===== config.mk =====
export PLATFORM = sky130hd
export DESIGN_NAME = conv_operand_loader
export DESIGN_NICKNAME = d
export VERILOG_FILES = /design/src/rtl/conv_operand_loader_pkg.sv /design/src/rtl/conv_operand_loader_cycle_counter.sv /design/src/rtl/conv_operand_loader.sv
export SDC_FILE = /design/constraint.sdc
export NUM_CORES = 1
export LEC_CHECK = 0
export CAP_MARGIN = 10
export CELL_PAD_IN_SITES_DETAIL_PLACEMENT = 0
export CELL_PAD_IN_SITES_GLOBAL_PLACEMENT = 1
export CORE_ASPECT_RATIO = 0.9
export CORE_MARGIN = 5
export CORE_UTILIZATION = 43
export CTS_BUF_LIST = sky130_fd_sc_hd__clkbuf_16
export CTS_CLUSTER_DIAMETER = 120
export DETAILED_ROUTE_END_ITERATION = 10
export MAX_ROUTING_LAYER = met4
export PLACE_DENSITY_LB_ADDON = 0.1
export SYNTH_ARGS = -nofsm -noshare
export SYNTH_HDL_FRONTEND = slang
export SYNTH_SLANG_ARGS = --single-unit

===== constraint.sdc =====
create_clock -name clk_in -period 13.8 [get_ports clk_in]
set_input_delay 4.14 -clock clk_in [delete_from_list [all_inputs] [get_ports clk_in]]
set_output_delay 4.14 -clock clk_in [all_outputs]
set_load 0.005 [all_outputs]

===== src/rtl/conv_operand_loader_pkg.sv =====
// Shared definitions for the convolution operand loader.
package conv_operand_loader_pkg;

  typedef enum logic [1:0] {
    ST_LOAD = 2'd0,
    ST_KICK = 2'd1,
    ST_RUN  = 2'd2,
    ST_DONE = 2'd3
  } state_e;

  localparam int N_INPUT            = 16;
  localparam int N_FILTER           = 9;
  localparam int N_FRAME            = N_INPUT + N_FILTER;
  localparam int IDX_W              = 5;
  localparam int DEF_COMPUTE_CYCLES = 34;

  // Counter width able to hold 0..cycles.
  function automatic int cnt_width(input int cycles);
    return $clog2(cycles + 1);
  endfunction

endpackage


===== src/rtl/conv_operand_loader_cycle_counter.sv =====
// Loadable up-counter with a terminal-count compare; times the core compute window.
module conv_operand_loader_cycle_counter #(
  parameter int W        = 6,
  parameter int TERMINAL = 33
) (
  input  logic clk_in,
  input  logic rst,
  input  logic load,
  input  logic en,
  output logic tc
);

  logic [W-1:0] cnt_q, cnt_d;

  // Load has priority over counting so a kick always starts from zero.
  always_comb begin
    cnt_d = cnt_q;
    if (load)    cnt_d = '0;
    else if (en) cnt_d = cnt_q + W'(1);
  end

  // Counter register.
  always_ff @(posedge clk_in or posedge rst) begin
    if (rst) cnt_q <= '0;
    else     cnt_q <= cnt_d;
  end

  assign tc = (cnt_q == W'(TERMINAL));

endmodule


===== src/rtl/conv_operand_loader.sv =====
// Byte-serial operand loader for the 3x3/4x4 systolic convolution core.
// Collects a frame into held input/filter registers, kicks the core, times the
// compute window and flags done. Optional LOADER_FILTER_KEEP_EN adds filter_keep,
// letting a frame stop after the 16 input bytes and reuse the held filter.
module conv_operand_loader
  import conv_operand_loader_pkg::*;
#(
  parameter int DATA_W         = 8,
  parameter int COMPUTE_CYCLES = DEF_COMPUTE_CYCLES
) (
  input  logic                       clk_in,
  input  logic                       rst,
  input  logic [DATA_W-1:0]          in_data,
  input  logic                       in_valid,
  output logic                       in_ready,
`ifdef LOADER_FILTER_KEEP_EN
  input  logic                       filter_keep,
`endif
  output logic [N_INPUT*DATA_W-1:0]  i_flat,
  output logic [N_FILTER*DATA_W-1:0] f_flat,
  output logic                       core_rst,
  output logic                       busy,
  output logic                       done,
  input  logic                       done_ack
);

  localparam int CNT_W = cnt_width(COMPUTE_CYCLES);

  state_e                             state_q, state_d;
  logic [IDX_W-1:0]                   idx_q, idx_d;
  logic [N_INPUT-1:0][DATA_W-1:0]     i_q, i_d;
  logic [N_FILTER-1:0][DATA_W-1:0]    f_q, f_d;
  logic                               accept;
  logic                               frame_end;
  logic                               cnt_load, cnt_en, cnt_tc;

  assign accept = in_valid && in_ready;

  // Last byte of the frame: always slot 24, or slot 15 when the filter is kept.
`ifdef LOADER_FILTER_KEEP_EN
  assign frame_end = (idx_q == IDX_W'(N_FRAME - 1)) ||
                     ((idx_q == IDX_W'(N_INPUT - 1)) && filter_keep);
`else
  assign frame_end = (idx_q == IDX_W'(N_FRAME - 1));
`endif

  // Next-state, slot writes and counter control.
  always_comb begin
    state_d  = state_q;
    idx_d    = idx_q;
    i_d      = i_q;
    f_d      = f_q;
    cnt_load = 1'b0;
    cnt_en   = 1'b0;
    case (state_q)
      ST_LOAD: begin
        if (accept) begin
          for (int s = 0; s < N_INPUT; s++)
            if (idx_q == IDX_W'(s)) i_d[s] = in_data;
          for (int s = 0; s < N_FILTER; s++)
            if (idx_q == IDX_W'(N_INPUT + s)) f_d[s] = in_data;
          if (frame_end) begin
            state_d = ST_KICK;
            idx_d   = '0;
          end else begin
            idx_d = idx_q + IDX_W'(1);
          end
        end
      end
      ST_KICK: begin
        cnt_load = 1'b1;
        state_d  = ST_RUN;
      end
      ST_RUN: begin
        cnt_en = 1'b1;
        if (cnt_tc) state_d = ST_DONE;
      end
      ST_DONE: begin
        if (done_ack) state_d = ST_LOAD;
      end
      default: state_d = ST_LOAD;
    endcase
  end

  // State, index and operand registers.
  always_ff @(posedge clk_in or posedge rst) begin
    if (rst) begin
      state_q <= ST_LOAD;
      idx_q   <= '0;
      i_q     <= '0;
      f_q     <= '0;
    end else begin
      state_q <= state_d;
      idx_q   <= idx_d;
      i_q     <= i_d;
      f_q     <= f_d;
    end
  end

  conv_operand_loader_cycle_counter #(
    .W        (CNT_W),
    .TERMINAL (COMPUTE_CYCLES - 1)
  ) u_cnt (
    .clk_in (clk_in),
    .rst    (rst),
    .load   (cnt_load),
    .en     (cnt_en),
    .tc     (cnt_tc)
  );

  // All handshake/status outputs decode the registered state.
  assign in_ready = (state_q == ST_LOAD);
  assign core_rst = (state_q == ST_KICK);
  assign busy     = (state_q == ST_RUN);
  assign done     = (state_q == ST_DONE);
  assign i_flat   = i_q;
  assign f_flat   = f_q;

endmodule


==> metrics <==
result of the run completed; power share of the sequential group 0.439; DRC errors left 0; post-route setup TNS 0 ns; Synth Warn # 0; Pre-antenna DRT Iters 4; post-layout power approximately 1.8 mW; clock-pin slew reported for the worst setup and hold paths after clock tree synthesis 0.06 ns; overall die area 22600 sq um; top library cells by usage in the layout, fill and taps aside clkdlybuf4s50_1 (215), dfrtp_1 (213), mux2_2 (192); final routed wire length divided by cell count roughly 22 um; most common cell after layout, fill and taps aside clkdlybuf4s50_1; Clk network pwr share 0.307; dpl cell area 10900 sq um; clock network latency to the later pin of the worst-skew pair around 0.50 ns; antenna cells 0; pin count of the biggest net entering global routing 137; Max Root-Sink Buffers 3; Port-buffer cells ~220; worst setup margin between 7 and 8 ns; P_sw 0.498 mW; footprint of the multi-input gates 2990 sq um; worst min path class flop to flop; unrepaired setup endpoints after global routing no; internal power 1.31 mW; Gate Count Post-Synth 542; sequential area share after synthesis 0.630; clock tree from TritonCTS built; vias after detailed routing 5169; layout cell share with drive strength beyond 1 0.344; number of failing setup endpoints in the final timing report 0; max-slew violation total from the final report 0; Routability Congestion 0.821; post-synthesis cell type count 39; power density over the cells 157 nW/um^2; area of the core region 19300 sq um; io pins about 220; Final Hold Vio Count 0; die boundary height 143 um; antenna violations before repair 0; count of antenna-violating nets left after detailed routing 0; sort of element at the end of the critical path output port; sequential cell area 5330 sq um; final standard cell count with taps included and fillers excluded 1031; Root Buffer clkbuf_16; Relative slew margins 0.240; total gr overflow 0; total CTS buffers 22; final-layout fill cell count 1521; Critical Path Start Type flop; worst slack on hold paths a little over 0.5 ns; Gate power share 0.254; post-synthesis register bit count approximately 210; number of clock sinks 213; Non-Filler Cell Area, Final approximately 12000 sq um; total length of routed wires 22200 um; DR vias/cell 5.01; final setup skew 0.0204 ns; number of global-route vias before repair roughly 5700; worst setup path category flop to output port; combined area of all synthesized cells 8460 sq um; maximum clock rate 159 MHz; largest fanout on the critical path 9; max-capacitance violation count 0; post-route clock period utilization 0.455; Worst R2R Path Depth 5; Max H-tree Level 1; number of cells on the worst hold path 1; synthesized netlist net count about 570; # Post-CTS Setup Buffers 0; pre-CTS setup slack between 7 and 8 ns; NumNets Final a little under 800; Iteration-0 DRC Markers roughly 150; Post-DP HPWL ~15000 um; LEAKAGE 5.41 nW; required arrival time at the worst endpoint 9.66 ns; Sw Share 0.275; fin crit period 6.27 ns; CP arrival roughly 2.1 ns; post-CTS sizing 0; area added between synthesis and finish 36.6%; starting density of the core 0.439; Final Util 0.600; count of hold buffers inserted by post-cts repair 0; width of the die about 160 um; Post-Place Cells 991; highest ir drop seen on vdd 0.000101 V; number of standard-cell rows in the floorplan 48; Avg Synthesized Cell Area around 16 sq um; wire length of the first global-routing pass around 34000 um; pin slew with the least headroom to its limit 1.14 ns; combined global-route utilization of all metal layers 0.202
[layer usage]
| layer | track usage | up-vias | wire (um) |
|---|---|---|---|
| li1 | - | 2337 | - |
| met2 | 0.315 | 148 | 10400 |
| met5 | - | - | 0 |
| met3 | 0.0612 | 28 | 1680 |
| met1 | 0.264 | 2656 | 9710 |
| met4 | 0.0444 | 0 | 374 |
[power by group through the flow]
stage / Combinational, mW / Sequential, mW / Clock [mW]
2_1_floorplan: 0.212 / 0.800 / 0
3_3_place_gp: 0.455 / 0.801 / 0
3_5_place_dp: 0.465 / 0.806 / 0
4_1_cts: 0.468 / 0.796 / 0.572
5_1_grt: 0.499 / 0.809 / 0.596
6_report: 0.459 / 0.796 / 0.556
[cells by family (layout without fill, tap and decap cells)]
logic type,Yosys count,in the layout,synth area share
flops,213,213,0.630
buf+inv,33,272,0.0174
xor+xnor,4,4,0.00414
mux,204,204,0.275
fa+ha+maj,12,12,0.0177
compound gates,12,12,0.00902
simple gates,64,64,0.0472
[cell usage after synthesis, drive strengths merged]
cell,n,area [sq um]
nor3b,1,7.51
mux2,201,2290
nor4,1,21.3
and2b,1,7.51
and3,1,6.26
nand3,9,60.1
a221o,1,10.0
o22ai,1,6.26
o311ai,1,8.76
nor2,25,139
o21ai,4,20.0
nand2b,3,18.8
or4,1,11.3
inv,10,37.5
dfrtp,213,5330
a211oi,1,7.51
ha,12,150
buf,6,46.3
xnor2,2,17.5
a21oi,3,15.0
nor3,5,46.3
a22o,1,8.76
mux2i,3,30.0
nand4,2,12.5
xor2,2,17.5
nand2,14,62.6
and2,1,6.26
clkbuf,17,63.8
[critical path, stage by stage (launching register included)]
cell and delay (ns):
dfrtp_1 0.40, inv_1 0.13, ha_1 0.49, clkdlybuf4s50_1 0.60
[sequential cells by signal (all words and copies together), names as in the netlist]
name and flops:
i_flat 128, f_flat 72, u_cnt.cnt_q 6, idx_q 5, state_q 2
[worst paths after layout]
path                                           to  slack, ns                   start
min in group asynchronous  i_flat[36]$_DFFE_PP0P_       4.22                     rst
hold reg to reg            f_flat[49]$_DFFE_PP0P_       0.50  f_flat[49]$_DFFE_PP0P_
setup / recovery                         in_ready       7.53  state_q[0]$_DFFE_PP0P_
setup reg to reg           f_flat[71]$_DFFE_PP0P_      11.26  state_q[0]$_DFFE_PP0P_
max in group asynchronous  i_flat[80]$_DFFE_PP0P_       7.93                     rst
hold / removal             f_flat[49]$_DFFE_PP0P_       0.50  f_flat[49]$_DFFE_PP0P_
[final cells by class]
| cell class | count | share of cell area |
|---|---|---|
| clock buffers | 23 | 0.0498 |
| repair buffers | 222 | 0.191 |
| well taps | 250 | 0.0271 |
| multi-input cells | 296 | 0.259 |
| clock inverters | 17 | 0.00909 |
| inverters | 10 | 0.00390 |
| flip-flops and latches | 213 | 0.461 |
(Power assumes the default switching activity.)
